File: src/rtl/i2c_master.sv
// Single-byte I2C bus master: START, address+R/W, ACK, one data byte, ACK, STOP.
// SCL/SDA are decoded from the state and the phase counter; SDA data bits move only at mid-low.
module i2c_master #(
    parameter int CLK_DIV = 4
) (
    input  logic       clk,
    input  logic       rst,
    input  logic       start,
    input  logic       rw,
    input  logic [6:0] addr,
    input  logic [7:0] wdata,
    output logic       busy,
    output logic       done,
    output logic       ack_err,
    output logic [7:0] rdata,
    output logic       SCL_O,
    output logic       SDA_O,
    input  logic       SDA_I
);
    localparam int CNT_W = $clog2(3 * CLK_DIV);
    localparam logic [CNT_W-1:0] HALF_END   = CNT_W'(CLK_DIV - 1);
    localparam logic [CNT_W-1:0] HIGH_START = CNT_W'(CLK_DIV);
    localparam logic [CNT_W-1:0] BIT_END    = CNT_W'(2 * CLK_DIV - 1);
    localparam logic [CNT_W-1:0] FREE_START = CNT_W'(2 * CLK_DIV);
    localparam logic [CNT_W-1:0] STOP_END   = CNT_W'(3 * CLK_DIV - 1);
    // Registering at this count makes the new bit visible CLK_DIV/2 clks after SCL falls.
    localparam logic [CNT_W-1:0] MID_LOW    = CNT_W'(CLK_DIV / 2 - 1);

    typedef enum logic [2:0] {
        S_IDLE, S_START, S_ADDR, S_ACK1, S_DATA, S_ACK2, S_STOP
    } state_t;

    state_t           state, next_state;
    logic [CNT_W-1:0] cnt;
    logic [2:0]       bit_cnt;
    logic [7:0]       frame;
    logic [7:0]       wbyte;
    logic [7:0]       rx;
    logic             rd_mode;
    logic             sda_bit;
    logic             phase_end;

    always_comb begin
        phase_end = 1'b0;
        case (state)
            S_START:                        phase_end = (cnt == HALF_END);
            S_ADDR, S_ACK1, S_DATA, S_ACK2: phase_end = (cnt == BIT_END);
            S_STOP:                         phase_end = (cnt == STOP_END);
            default:                        phase_end = 1'b0;
        endcase
    end

    always_ff @(posedge clk or negedge rst) begin
        if (!rst) state <= S_IDLE;
        else      state <= next_state;
    end

    always_comb begin
        next_state = state;
        case (state)
            S_IDLE:  if (start) next_state = S_START;
            S_START: if (phase_end) next_state = S_ADDR;
            S_ADDR:  if (phase_end && bit_cnt == 3'd0) next_state = S_ACK1;
            S_ACK1:  if (phase_end) next_state = SDA_I ? S_STOP : S_DATA;
            S_DATA:  if (phase_end && bit_cnt == 3'd0) next_state = S_ACK2;
            S_ACK2:  if (phase_end) next_state = S_STOP;
            S_STOP:  if (phase_end) next_state = S_IDLE;
            default: next_state = S_IDLE;
        endcase
    end

    always_comb begin
        SCL_O = 1'b1;
        SDA_O = 1'b1;
        busy  = 1'b1;
        case (state)
            S_IDLE:  busy = 1'b0;
            S_START: SDA_O = 1'b0;
            S_STOP: begin
                SCL_O = (cnt >= HIGH_START);
                SDA_O = (cnt >= FREE_START);
            end
            default: begin
                SCL_O = (cnt >= HIGH_START);
                SDA_O = sda_bit;
            end
        endcase
    end

    always_ff @(posedge clk or negedge rst) begin
        if (!rst) begin
            cnt     <= '0;
            bit_cnt <= '0;
            frame   <= '0;
            wbyte   <= '0;
            rx      <= '0;
            rd_mode <= 1'b0;
            sda_bit <= 1'b1;
            rdata   <= '0;
            ack_err <= 1'b0;
            done    <= 1'b0;
        end else begin
            done <= 1'b0;
            if (state == S_IDLE || phase_end) cnt <= '0;
            else                              cnt <= cnt + 1'b1;

            if (state == S_IDLE && start) begin
                frame   <= {addr, rw};
                wbyte   <= wdata;
                rd_mode <= rw;
                bit_cnt <= 3'd7;
                sda_bit <= 1'b0;
                ack_err <= 1'b0;
            end

            if (cnt == MID_LOW) begin
                case (state)
                    S_ADDR:         sda_bit <= frame[bit_cnt];
                    S_DATA:         sda_bit <= rd_mode | wbyte[bit_cnt];
                    S_ACK1, S_ACK2: sda_bit <= 1'b1;
                    default:        ;
                endcase
            end

            // SDA_I is taken on the last clk of the SCL high phase.
            if (phase_end) begin
                case (state)
                    S_ADDR: bit_cnt <= bit_cnt - 1'b1;
                    S_ACK1: if (SDA_I) ack_err <= 1'b1;
                    S_DATA: begin
                        bit_cnt <= bit_cnt - 1'b1;
                        rx      <= {rx[6:0], SDA_I};
                    end
                    S_ACK2: begin
                        if (rd_mode)    rdata   <= rx;
                        else if (SDA_I) ack_err <= 1'b1;
                    end
                    S_STOP: done <= 1'b1;
                    default: ;
                endcase
            end
        end
    end
endmodule

File: config.mk
export PLATFORM = sky130hd
export DESIGN_NAME = i2c_master
export DESIGN_NICKNAME = d
export VERILOG_FILES = /design/src/rtl/i2c_master.sv
export SDC_FILE = /design/constraint.sdc
export NUM_CORES = 1
export LEC_CHECK = 0
export ABC_AREA = 0
export CORE_ASPECT_RATIO = 0.6
export CORE_MARGIN = 2
export CORE_UTILIZATION = 40
export CTS_BUF_LIST = sky130_fd_sc_hd__clkbuf_8
export DETAILED_ROUTE_END_ITERATION = 7
export PLACE_DENSITY = 0.65
export SLEW_MARGIN = 20
export SYNTH_ARGS = -nofsm -noshare
export SYNTH_HDL_FRONTEND = slang
export SYNTH_SLANG_ARGS = --single-unit
File: constraint.sdc
create_clock -name clk -period 2.2 [get_ports clk]
set_input_delay 0.44 -clock clk [delete_from_list [all_inputs] [get_ports clk]]
set_output_delay 0.44 -clock clk [all_outputs]
set_load 0.005 [all_outputs]
======== Word level (Yosys, flattened, before mapping) ========
Cells that the tools add are included.
word-level totals
  bits in registers ....................... 46
  input port bits ......................... 20
  output and inout bits ................... 13
  logic and storage cells ................. 77
operators by class
  $add $sub $neg .......................... 2
  $lt $le $gt $ge ......................... 3
  eq/ne operators ......................... 17
  mux-type cells .......................... 31
  bitwise gates (word level) .............. 1
  reductions and logical operators ........ 12
operators by type and width
  operator             count
  $mux 3               10
  $pmux 3 s7           1
  $ne 2x2->1 const B   7
  $mux 1               12
  $eq 3x3->1 const B   3
  $pmux 1 s3           3
  $reduce_and 7->1     1
  $bmux 1 s3           2
  $eq 3x2->1 const B   2
  $logic_not 3->1      2
  $reduce_or 2->1      3
  $add 4x1->4 const B  1
  $eq 4x1->1 const B   1
  $eq 4x2->1 const B   1
  $eq 4x3->1 const B   1
  $eq 4x4->1 const B   1
  $ge 4x3->1 const B   1
  $ge 4x4->1 const B   1
  $lt 3x4->1 const B   1
  $mux 4               1
  $reduce_or 4->1      1
  $eq 3x1->1 const B   1
  $reduce_and 3->1     1
  $sub 3x1->3 const B  1
  6 further kinds      7

======== Logic depth before layout (Yosys ltp) ========
  depth in word-level cells ............... 7
  mapped depth ............................ 7
  mapped depth without buffers ............ 6

======== Least setup slack after synthesis ========
Ideal clock, no wire load.
  path type ............................... flip-flop to flip-flop
  from .................................... register cnt[0]
  to ...................................... register rdata[0]
  library setup time ...................... 0.125 ns
  arrival ................................. 1.677 ns
  data required time ...................... 2.075 ns
  setup slack ............................. 0.399 ns
  stages on the path, launching flop included .. 6
  buffers on the path ..................... 1
  clock period less this slack ............ 1.801 ns
  cell sequence ........................... dfrtp_1 > ha_1 > clkbuf_1 > nand3b_1 > nor3_4 > mux2_2
on the way
  longest elaborated chain between the ends .. 3
ends and longest elaborated chain
  element                             RTL line  source
  from (decl)                         34        logic [CNT_W-1:0] cnt;
  from (signal assigned)              105       else cnt <= cnt + 1'b1;
  $eq 4x4->1 (tied with other cells)  48        S_STOP: phase_end = (cnt == STOP_END);
  $pmux 1 s3 (*)                      45        case (state)
  $reduce_and 3->1 (no line) (*)      -
  to (signal assigned)                135       if (rd_mode) rdata <= rx;
  to (decl)                           15        output logic [7:0] rdata,
Every way passes the cells marked *; elsewhere a longest branch is shown, timed or not.
A chain may end at the register's enable or synchronous reset.

======== Worst setup path in the final report ========
  from .................................... register state[1]
  to ...................................... output busy
on the way
  longest elaborated chain between the ends .. 2
ends and longest elaborated chain
  element                 RTL line  source
  from (decl)             33        state_t state, next_state;
  from (signal assigned)  55        else state <= next_state;
  $logic_not 3->1         76        case (state)
  $mux 1                  76
  to (decl)               12        output logic busy,
Every way passes these cells.

==> flow_summary.ini <==
[cts]
cts_buffer_depth = 2
path_clk_slew_ns = 0.09
cts_sinks = 45
hold_buffers = 0
h-tree-depth = 2
cts_made_buffers = 5
clk_latency_ns = 0.30
cts_tree = done
cts-root-buf = clkbuf_8

[final_layout]
fin_area_mm2 = 0.00280
stdcell_count = 288
antenna_cells = 0
final_nets = 243
drive_gt1_share_pct = 28.8
utilization_pct = 50.7
area_growth_pct = 23.4

[global_route]
antenna_found_initial = 0
grt_pass1_wl_mm = 7.35
grt_max_degree = 25
grt.total_usage_pct = 15.0
grt_pass1_vias = 1481
overflow = 0

[placed_design]
dpl_cell_area_mm2 = 0.00268
gp_congestion = 0.881
port-buffer-count = 32
place_ws_ns = 0.250
dp_hpwl_mm = 3.13
place_inst = 278

[logic_synthesis]
syn_inst = 181
yosysTopAreaCell = dfrtp_1
ys_ff_latch = 45
synth_common_cells = dfrtp_1, mux2_2, o21ai_0
yosysTopAreaCellShare_pct = 48.6
syn-cell-area_mm2 = 0.00226
synth_top_flop_cell = dfrtp_1
ys_types = 45
yosys-top-cells-area = dfrtp_1, mux2_2, mux4_2
seq_area_frac_synth_pct = 49.8
yosysMostFrequentCell = dfrtp_1
synth_area_per_cell_um2 = 12.5
synth_edf_count = 0
syn_nets = 206
yosysWarnings = 0
synthArstFlopShare_pct = 100

[worst_hold_path]
hold_class = input pin to asynchronous set/reset pin

[sta]
tns_ns = 0
fmaxAchievable_ghz = 0.483
min_period_ns = 2.07
hold_violations = 0
fin_skew_ns = 0.00911
report.final.slew_viol_count = 0
period_share_pct = 94.1
setup_viol = 0
fin_ws_ns = 0.131
worst_pin_slew_ns = 0.536
slew_headroom_pct = 64.3
rsz0062_at_grt = no

[route]
wirelength_mm = 4.23
vias = 1498
route.detailed.drc = 0
firstDrtPassIters = 4
routedWlPerCell_um = 14.7
dr.first_iter.drc_count = 76
ant_nets = 0
viasPerCell = 5.20

[setup_path]
critPathArrivalTime_ns = 1.63
crit_path_start = state[1]$_DFFE_PN0P_
worstSetupPathType = flip-flop to output pin
critPathMaxFanout = 16
worst_r2r_startpoint = state[1]$_DFFE_PN0P_
cp-start-kind = flip-flop
end_kind = output pin
cp.required_ns = 1.76

[floorplan]
die_x_um = 101
start_util_pct = 41.0
rows = 21
ioPinCount = 33
core_mm2 = 0.00552
fp.dieH_um = 62.3
dieArea_mm2 = 0.00630

[run_status]
status = finished, final reports clean

[power]
max-vdd-ir-drop_v = 0.000267
p_leak_nw = 1.26
power.density_mw_per_mm2 = 763

[run]
cap_violations = 0
[worst paths after layout]
path | to | slack, ns | cells after the start
min in group clk | ack_err$_DFF_PN0_ | 0.50 | 1
min | rdata[6]$_DFFE_PN0P_ | 0.12 | 1
max reg2reg | rdata[1]$_DFFE_PN0P_ | 0.26 | 5
max in group asynchronous | frame[0]$_DFFE_PN0P_ | 1.58 | 2
min reg2reg | ack_err$_DFF_PN0_ | 0.50 | 1
max | busy | 0.13 | 4
[report_power, final]
part	internal, mW	total [mW]	switching, mW	leakage (nW)
Combinational	0.303	0.551	0.248	0.622
Clock	0.261	0.557	0.296	0.0518
Sequential	0.909	1.02	0.116	0.588
[layout by cell type, fill, tap and decap left out, types with 3 or more instances in the layout]
cell	instances
dfrtp_1	44
mux2_2	34
clkdlybuf4s50_1	30
o21ai_0	11
inv_1	8
buf_4	7
nand2_1	6
clkbuf_8	6
nor3_1	5
a21oi_1	5
ha_1	5
mux4_2	4
nor2_1	3
nor2b_1	3
nand3_1	3
and3b_1	3
[logic make-up after synthesis]
group	Yosys count	synth area share, %
and+or+nand+nor	38	11.2
xor gates and xnor gates	3	1.16
adders and majority gates	5	2.76
buffers and inverters	19	4.09
DFF	45	49.8
muxes	40	21.8
AOI/OAI and AO/OA	31	9.28
[registers in the layout, summed over array words and instances, names as in the netlist, 3 cells and up]
| register | flops |
|---|---|
| bit_cnt | 3 |
| cnt | 4 |
| frame | 8 |
| rdata | 8 |
| rx | 8 |
| state | 3 |
| wbyte | 8 |
[metal layers]
metal	global-route usage [%]	share of wire (%)
met1	23.2	53
met2	19.3	39
met3	5.63	7.4
met4	3.89	0.33
met5	0	0
[stage by stage]
step / power [mW] / hold WS [ns]
after floorplan: 1.42 / 0.144
after global placement: 1.58 / 0.445
after detailed placement: 1.60 / 0.455
after CTS: 2.15 / 0.127
after global routing: 2.29 / 0.145
final: 2.13 / 0.115
[area by class of cell]
| cell class | count | area [um2] |
|---|---|---|
| sequential | 45 | 1130 |
| fill | 484 | 2720 |
| inverter | 8 | 30.0 |
| tap | 69 | 86.3 |
| clock inverter | 2 | 17.5 |
| clock buffer | 6 | 82.6 |
| multi-input combinational | 117 | 1040 |
| timing repair buffer | 41 | 407 |
[critical path, stage by stage (launching register included)]
cell	delay (ns)
dfrtp_1	0.43
buf_4	0.21
nor3_4	0.20
inv_1	0.06
clkdlybuf4s50_1	0.44
[timing repair]
item                       in CTS  in global routing
setup endpoints to repair       1                  1
pin swaps                       0                  1
buffers inserted                0                  2
resized for setup               1                  0
No activity file was read; power rests on OpenSTA's default activity.
